<file path="src/rtl/dmem_pkg.sv">
// Shared types and helpers for the data-memory responder: FSM states,
// access-size encodings, byte-lane mask and alignment check.
package dmem_pkg;

    typedef enum logic [2:0] {
        S_IDLE,
        S_ISSUE,
        S_CAPTURE,
        S_WRITE,
        S_RESP
    } state_t;

    localparam logic [1:0] SIZE_B = 2'b00;
    localparam logic [1:0] SIZE_H = 2'b01;
    localparam logic [1:0] SIZE_W = 2'b10;

    function automatic logic [3:0] lane_mask(input logic [1:0] size, input logic [1:0] off);
        logic [3:0] m;
        case (size)
            SIZE_B:  m = 4'b0001 << off;
            SIZE_H:  m = 4'b0011 << off;
            SIZE_W:  m = 4'b1111;
            default: m = 4'b0000;
        endcase
        return m;
    endfunction

    // Illegal size (11, or unsigned word 110) counts as a failed access too.
    function automatic logic misaligned(input logic [2:0] size, input logic [1:0] off);
        logic bad;
        case (size[1:0])
            SIZE_B:  bad = 1'b0;
            SIZE_H:  bad = off[0];
            SIZE_W:  bad = size[2] | (off != 2'b00);
            default: bad = 1'b1;
        endcase
        return bad;
    endfunction

endpackage

</file>
<file path="src/rtl/dmem_lane_merge.sv">
// Byte-lane datapath: extracts and extends load data from a RAM word, and
// merges sub-word store data into a RAM word for read-modify-write.
module dmem_lane_merge
    import dmem_pkg::*;
#(
    parameter int DATA_W = 32
) (
    input  logic [DATA_W-1:0] i_word,
    input  logic [DATA_W-1:0] i_wdata,
    input  logic [2:0]        i_size,
    input  logic [1:0]        i_off,
    output logic [DATA_W-1:0] o_load,
    output logic [DATA_W-1:0] o_merge
);

    logic [DATA_W-1:0] w_shifted;
    logic [DATA_W-1:0] w_wshift;
    logic [3:0]        w_mask;
    logic              w_sext;

    always_comb begin
        w_shifted = i_word >> {i_off, 3'b000};
        w_wshift  = i_wdata << {i_off, 3'b000};
        w_mask    = lane_mask(i_size[1:0], i_off);
        w_sext    = ~i_size[2];
        case (i_size[1:0])
            SIZE_B:  o_load = {{(DATA_W-8){w_sext & w_shifted[7]}}, w_shifted[7:0]};
            SIZE_H:  o_load = {{(DATA_W-16){w_sext & w_shifted[15]}}, w_shifted[15:0]};
            default: o_load = w_shifted;
        endcase
        o_merge = i_word;
        for (int unsigned i = 0; i < 4; i++) begin
            if (w_mask[i]) o_merge[8*i +: 8] = w_wshift[8*i +: 8];
        end
    end

endmodule

</file>
<file path="src/rtl/dmem_responder.sv">
// Data-memory responder: byte/half/word loads and stores onto a word-wide RAM
// without byte enables, using read-modify-write for sub-word stores.
module dmem_responder
    import dmem_pkg::*;
#(
    parameter int DATA_W  = 32,
    parameter int ADDR_W  = 12,
    parameter int RAM_ADD = 10
) (
    input  logic               CLK,
    input  logic               RESET_N,
    input  logic [ADDR_W-1:0]  REQ_ADDR,
    input  logic [DATA_W-1:0]  REQ_WDATA,
    input  logic               REQ_READ,
    input  logic               REQ_WRITE,
    input  logic [2:0]         REQ_SIZE,
    output logic               ACK,
    output logic [DATA_W-1:0]  RDATA,
    output logic               ERR,
    output logic [RAM_ADD-1:0] RAM_ADDRESS,
    output logic [DATA_W-1:0]  RAM_DATAIN,
    output logic               RAM_WR,
    input  logic [DATA_W-1:0]  RAM_DATAOUT
);

    state_t            r_state;
    logic [1:0]        r_off;
    logic [DATA_W-1:0] r_wdata;
    logic [2:0]        r_size;
    logic              r_is_wr;
    logic [DATA_W-1:0] w_load;
    logic [DATA_W-1:0] w_merge;

    dmem_lane_merge #(.DATA_W(DATA_W)) u_lane (
        .i_word  (RAM_DATAOUT),
        .i_wdata (r_wdata),
        .i_size  (r_size),
        .i_off   (r_off),
        .o_load  (w_load),
        .o_merge (w_merge)
    );

    // Outputs are set on the transition into the state that owns them, so
    // each becomes visible exactly during that state.
    always_ff @(posedge CLK or negedge RESET_N) begin
        if (!RESET_N) begin
            r_state     <= S_IDLE;
            r_off       <= '0;
            r_wdata     <= '0;
            r_size      <= '0;
            r_is_wr     <= 1'b0;
            ACK         <= 1'b0;
            ERR         <= 1'b0;
            RDATA       <= '0;
            RAM_WR      <= 1'b0;
            RAM_ADDRESS <= '0;
            RAM_DATAIN  <= '0;
        end else begin
            case (r_state)
                S_IDLE: begin
                    if (REQ_WRITE || REQ_READ) begin
                        r_off   <= REQ_ADDR[1:0];
                        r_wdata <= REQ_WDATA;
                        r_size  <= REQ_SIZE;
                        r_is_wr <= REQ_WRITE;
                        if (misaligned(REQ_SIZE, REQ_ADDR[1:0])) begin
                            ACK     <= 1'b1;
                            ERR     <= 1'b1;
                            r_state <= S_RESP;
                        end else begin
                            RAM_ADDRESS <= REQ_ADDR[ADDR_W-1:2];
                            if (REQ_WRITE && REQ_SIZE[1:0] == SIZE_W) begin
                                RAM_WR     <= 1'b1;
                                RAM_DATAIN <= REQ_WDATA;
                                r_state    <= S_WRITE;
                            end else begin
                                r_state <= S_ISSUE;
                            end
                        end
                    end
                end
                S_ISSUE: r_state <= S_CAPTURE;
                S_CAPTURE: begin
                    if (r_is_wr) begin
                        RAM_WR     <= 1'b1;
                        RAM_DATAIN <= w_merge;
                        r_state    <= S_WRITE;
                    end else begin
                        RDATA   <= w_load;
                        ACK     <= 1'b1;
                        r_state <= S_RESP;
                    end
                end
                S_WRITE: begin
                    RAM_WR  <= 1'b0;
                    ACK     <= 1'b1;
                    r_state <= S_RESP;
                end
                S_RESP: begin
                    ACK     <= 1'b0;
                    ERR     <= 1'b0;
                    r_state <= S_IDLE;
                end
                default: r_state <= S_IDLE;
            endcase
        end
    end

endmodule

</file>
<file path="config.mk">
export PLATFORM = sky130hd
export DESIGN_NAME = dmem_responder
export DESIGN_NICKNAME = d
export VERILOG_FILES = /design/src/rtl/dmem_pkg.sv /design/src/rtl/dmem_lane_merge.sv /design/src/rtl/dmem_responder.sv
export SDC_FILE = /design/constraint.sdc
export NUM_CORES = 1
export LEC_CHECK = 0
export BUFFER_PORTS_ARGS = -buffer_cell sky130_fd_sc_hd__buf_2
export CAP_MARGIN = 10
export CORE_UTILIZATION = 48
export DETAILED_ROUTE_END_ITERATION = 7
export PLACE_DENSITY = 0.75
export SLEW_MARGIN = 20
export SYNTH_ARGS = -nofsm -noshare
export SYNTH_HDL_FRONTEND = slang
export SYNTH_SLANG_ARGS = --single-unit
</file>
<file path="constraint.sdc">
create_clock -name CLK -period 2.17 [get_ports CLK]
set_input_delay 0.217 -clock CLK [delete_from_list [all_inputs] [get_ports CLK]]
set_output_delay 0.217 -clock CLK [all_outputs]
set_load 0.02 [all_outputs]
</file>
==> Word-level counts from Yosys, hierarchy flattened <==
Cells that the tools add are included.
{ "word_totals": {"word_cells": 81, "out_inout_bits": 77, "inputBits": 83, "regBits": 118} }
{ "classes": {"bitwise_logic": 6, "n_reduce_logical": 17, "eq_ne": 14, "shift": 4, "mux": 29} }
{ "op_table": {"columns": ["cell", "n"], "rows": [
  ["32-bit 2-to-1 mux", 4],
  ["32-bit one-hot mux with 2 select lines", 2],
  ["8-bit 2-to-1 mux", 4],
  ["32-bit by 5-bit left shift with 32-bit output", 1],
  ["32-bit by 5-bit right shift with 32-bit output", 1],
  ["2-bit inequality test, second input constant", 6],
  ["3-bit one-hot mux with 4 select lines", 1],
  ["4-bit one-hot mux with 3 select lines", 1],
  ["5-bit AND reduction", 2],
  ["1-bit 2-to-1 mux", 9],
  ["3-bit 2-to-1 mux", 3],
  ["3-bit by 2-bit equality test with 1-bit output, second input constant", 2],
  ["1-bit one-hot mux with 3 select lines", 2],
  ["3-bit AND reduction", 2],
  ["2-bit nonzero test", 3],
  ["2-bit by 1-bit equality test with 1-bit output, second input constant", 2],
  ["2-bit equality test, second input constant", 2],
  ["2-bit logical NOT", 2],
  ["1-bit one-hot mux with 4 select lines", 1],
  ["2-bit AND reduction", 2],
  ["4-bit AND reduction", 1],
  ["4-bit nonzero test", 1],
  ["1-bit by 2-bit left shift with 4-bit output, first input constant", 1],
  ["2-bit by 2-bit left shift with 4-bit output, first input constant", 1],
  ["11 further kinds", 14]
]} }

==> Logic depth before layout (Yosys ltp) <==
{ "logic_depth": {"ltp_word": 8, "ltp_mapped": 8, "ltp_nobuf": 4} }

==> Modules after synthesis <==
A second synthesis with hierarchy kept.
{ "unflattened": {"cells_unflattened": 625, "area_unflattened_um2": 6998.0} }
{ "by_module_without_submodules": {"columns": ["module", "seq_area_each_um2", "area_each_um2", "n_inst", "cells_each"], "rows": [
  ["dmem_responder", 2952.8, 5049.8, 1, 390],
  ["dmem_lane_merge", 0.0, 1948.1, 1, 235]
]} }

==> Least setup slack after synthesis <==
OpenSTA, ideal clock, no wires.
{ "synth_path": {"path_type": "register to register", "start": "reg r_off[0]", "end": "reg RAM_DATAIN[16]", "arrival_ps": 1938, "t_required_ps": 2044, "setup_ps": 126, "period_less_slack_ps": 2064, "path_buffers": 1, "stages_incl_launch_ff": 6, "slack_ps": 106, "cell_sequence": "dfrtp_1 buf_6 and4bb_2 a211oi_2 mux2_2 a221o_1"} }
{ "synth_via": {"elab_chain_len": 5, "elab_cells_between_ends": 7, "classes_between": "shift (3); mux (4)"} }
{ "synth_rtl": {"columns": ["item", "line_no", "rtl"], "rows": [
  ["start, declared", "dmem_responder.sv:27", "logic [1:0] r_off;"],
  ["start signal, assigned", "dmem_responder.sv:62", "r_off <= REQ_ADDR[1:0];"],
  ["parallel branches: the longest is 2 deep, another holds 32-bit by 5-bit left shift with 32-bit output", null, null],
  ["8-bit 2-to-1 mux (*)", "dmem_lane_merge.sv:33", "if (w_mask[i]) o_merge[8*i +: 8] = w_wshift[8*i +: 8];"],
  ["32-bit 2-to-1 mux (*)", "dmem_responder.sv:84", "if (r_is_wr) begin"],
  ["32-bit one-hot mux with 2 select lines (*)", "dmem_responder.sv:59", "case (r_state)"],
  ["end signal, assigned", "dmem_responder.sv:86", "RAM_DATAIN <= w_merge;"],
  ["end, declared", "dmem_responder.sv:21", "output logic [DATA_W-1:0] RAM_DATAIN,"]
]} }
Every way passes the cells marked *. The select of a mux whose other input is x is not followed.
A chain may end at the register's enable or synchronous reset.

==> Worst setup path after layout <==
{ "layout_path": {"start": "reg r_state[0]", "end": "reg RAM_DATAIN[31]"} }
{ "layout_via": {"elab_chain_len": 3, "elab_cells_between_ends": 9, "classes_between": "eq/ne (5); mux (1); reduce/logical (3)"} }
{ "layout_rtl": {"columns": ["item", "line_no", "rtl"], "rows": [
  ["start, declared", "dmem_responder.sv:26", "state_t r_state;"],
  ["start signal, assigned", "dmem_responder.sv:47", "r_state <= S_IDLE;"],
  ["start signal, assigned", "dmem_responder.sv:69", "r_state <= S_RESP;"],
  ["start signal, assigned", "dmem_responder.sv:75", "r_state <= S_WRITE;"],
  ["3-bit by 2-bit equality test with 1-bit output / 3-bit logical NOT (equally long branches)", "dmem_responder.sv:59", null],
  ["2-bit inequality test (no source line) / 2-bit nonzero test (equally long branches)", null, null],
  ["5-bit AND reduction (no source line)", null, null]
]} }
Several ways; a longest one is shown, not always the timed one.

==> results.json <==
{
  "yosys_warnings": 0,
  "fin_area_mm2": 0.00801,
  "h-tree-depth": 4,
  "overflow": 0,
  "synthToLayoutAreaGrowth_pct": 27.8,
  "grt_max_degree": 46,
  "critPathLaunchType": "flop",
  "pre_cts_ws_ns": 0.0288,
  "coreArea_mm2": 0.0127,
  "diodes": 0,
  "hold_violations": 0,
  "arrival_ns": 2.36,
  "drc": 0,
  "async_flop_share_pct": 100,
  "endpoint_kind": "flop",
  "clockBufferDepth": 2,
  "ys_ff_latch": 118,
  "synth-edff-count": 0,
  "synth.distinct_cells": 48,
  "fin_skew_ns": 0.00632,
  "num-fill-cells": 1016,
  "cts_made_buffers": 17,
  "clock-root-buffer": "clkbuf_16",
  "dp_hpwl_mm": 13.9,
  "crit_path_max_incr_delay_ns": 0.64,
  "grt_pass1_wl_mm": 28.7,
  "drtIter0Drc": 499,
  "firstDrtPassIters": 6,
  "fmax_mhz": 482,
  "grt_usage_pct": 28.5,
  "tightest_slew_ns": 0.657,
  "vias_per_cell": 5.98,
  "clk_pin_slew_ns": 0.05,
  "postPlaceCellArea_mm2": 0.00734,
  "drv_slew": 0,
  "start_util_pct": 49.5,
  "max_slew_margin_pct": 56.2,
  "setup_viol": 0,
  "syn_avg_cell_area_um2": 10.7,
  "pin_count": 160,
  "nets": 828,
  "die_h_um": 116,
  "use_met3_pct": 6.75,
  "fin_crit_sh_pct": 95.7,
  "worstHoldStart": "REQ_ADDR[10]",
  "critical_path_required_ns": 2.45,
  "syn_area_mm2": 0.00627,
  "cp-startpoint": "r_state[0]$_DFFE_PN0N_",
  "num_rows": 41,
  "min_path_type": "primary input to flop",
  "criticalPathCategory": "flop to flop",
  "grt_antenna_before_repair": 0,
  "r2r_cells": 4,
  "clock_latency_ns": 0.42,
  "tns_ns": 0,
  "fin_util_pct": 63.2,
  "gr-usage-met2_pct": 43.0,
  "worstReg2RegStart": "r_state[0]$_DFFE_PN0N_",
  "crit_fanout": 10,
  "syn-num-nets": 668,
  "cp_cell_sequence": "or3b_2 > buf_4 > a211oi_1 > o31ai_1",
  "power_density_mw_per_mm2": 1730,
  "drive_above_1_share_pct": 42.1,
  "maxCapViolCount": 0,
  "cts_sinks": 118,
  "dieArea_mm2": 0.0135,
  "setup_slack_ns": 0.0939,
  "port_buffers": 159,
  "gp_congestion": 0.962,
  "whs_ns": 0.0259,
  "grtUsageMet1_pct": 39.4,
  "ir_drop_uv": 775,
  "fin_crit_ns": 2.08,
  "synth-seq-area-share_pct": 47.1,
  "dr_total_vias": 5558,
  "top_usage_layer": "met2",
  "die_x_um": 116,
  "status": "finished, final reports clean",
  "slowest_stage": "or3b_2",
  "synth_flop_cell": "dfrtp_1",
  "grt_pass1_vias": 5193,
  "rsz0062_at_grt": "no",
  "synthCells": 585,
  "drt-total-wl_mm": 18.5,
  "wl_per_cell_um": 19.9,
  "cts_tree": "built",
  "worstHoldPathCells": 2,
  "p_leak_nw": 3.74,
  "ant_nets": 0
}
## cells in the final DEF (no fill, tap or decap), drive strengths merged, types with 2 or more instances in the layout
master / instances
mux2: 72
nand2: 38
clkbuf: 19
o31ai: 24
clkinvlp: 3
o2bb2ai: 8
a221o: 8
o211a: 8
nand3: 33
inv: 3
o21ai: 47
nand2b: 3
a221oi: 16
nor2b: 5
o21a: 2
clkinv: 5
dfrtp: 118
buf: 189
or2: 3
nor3b: 2
o41ai: 2
a21oi: 19
a2bb2oi: 2
mux2i: 23
nor3: 11
bufinv: 5
and2: 7
a211oi: 10
mux4: 9
nor2: 52
## metal layers
| layer | vias up | wire length, µm |
|---|---|---|
| met5 | - | 0 |
| met2 | 322 | 8430 |
| met3 | 44 | 1570 |
| li1 | 2491 | - |
| met1 | 2701 | 7910 |
| met4 | 0 | 576 |
## metrics by stage
stage / power (mW) / instances
after floorplan: 8.59 / 585
after global placement: 10.5 / 897
after detailed placement: 10.7 / 897
after CTS: 13.8 / 930
after global routing: 14.6 / 930
final: 13.9 / 930
## cell families after synthesis
group	Yosys count	synth area share (%)
and+or+nand+nor	158	11.9
AOI/OAI and AO/OA	153	17.1
buffers and inverters	52	4.09
DFF	118	47.1
muxes	104	19.8
## power breakdown
group,switching [mW],internal [mW]
Combinational,3.70,2.95
Clock,1.00,2.03
Sequential,0.925,3.26
Total,5.62,8.24
## final cells by class
class	count	area, µm²	share of cell area (%)
Multi-Input combinational cell	415	3100	38.6
Sequential cell	118	2960	36.9
Timing Repair Buffer	190	1100	13.7
Clock buffer	19	433	5.40
Tap cell	172	215	2.69
Clock inverter	13	205	2.56
Inverter	3	11.3	0.141
## cells in the mapped netlist (3+ instances only)
cell type / count / area, µm²
o31ai_1: 24 / 180
o21ai_0: 45 / 225
and2_1: 7 / 43.8
inv_1: 3 / 11.3
nor3_1: 9 / 45.0
buf_4: 3 / 22.5
clkbuf_1: 24 / 90.1
o211a_1: 8 / 80.1
dfrtp_1: 118 / 2950
nand2_1: 37 / 139
nor2b_1: 5 / 31.3
buf_2: 16 / 80.1
o2bb2ai_1: 8 / 70.1
nor2_1: 51 / 191
a221oi_1: 16 / 140
a211oi_1: 9 / 67.6
buf_6: 4 / 45.0
mux2i_1: 23 / 230
mux4_2: 9 / 203
nand2b_1: 3 / 18.8
mux2_2: 72 / 811
a21oi_1: 19 / 95.1
nand3_1: 32 / 160
a221o_1: 8 / 80.1
## state kept, by name, indices dropped and copies added (netlist names)
register and count:
ACK 1, RAM_WR 1, RDATA 32, r_wdata 32, r_is_wr 1, RAM_ADDRESS 10, r_state 3, ERR 1
RAM_DATAIN 32, r_off 2, r_size 3
## timing repair
action,in CTS,in global routing
hold buffers,1,0
setup endpoints to repair,0,24
buffers inserted,0,0
endpoints found under the hold margin,42,0
gates resized for setup,0,6
## worst max-delay path, delay by kind of cell (launching register included)
| family | cells | cell delay [ns] |
|---|---|---|
| flops | 1 | 0.48 |
| buf+inv | 1 | 0.23 |
| compound gates | 2 | 0.59 |
| simple gates | 1 | 0.64 |
## final timing paths
path / end / slack (ns)
worst max-delay path: RAM_DATAIN[31]$_DFFE_PN0P_ / 0.09
worst min-delay path: RAM_ADDRESS[8]$_DFFE_PN0P_ / 0.03
worst max register to register: RAM_DATAIN[31]$_DFFE_PN0P_ / 0.09
worst min register to register: RDATA[3]$_DFFE_PN0P_ / 0.48
max in group asynchronous: r_is_wr$_DFFE_PN0P_ / 1.16
min in group asynchronous: r_wdata[27]$_DFFE_PN0P_ / 0.35
(Power assumes the default switching activity.)
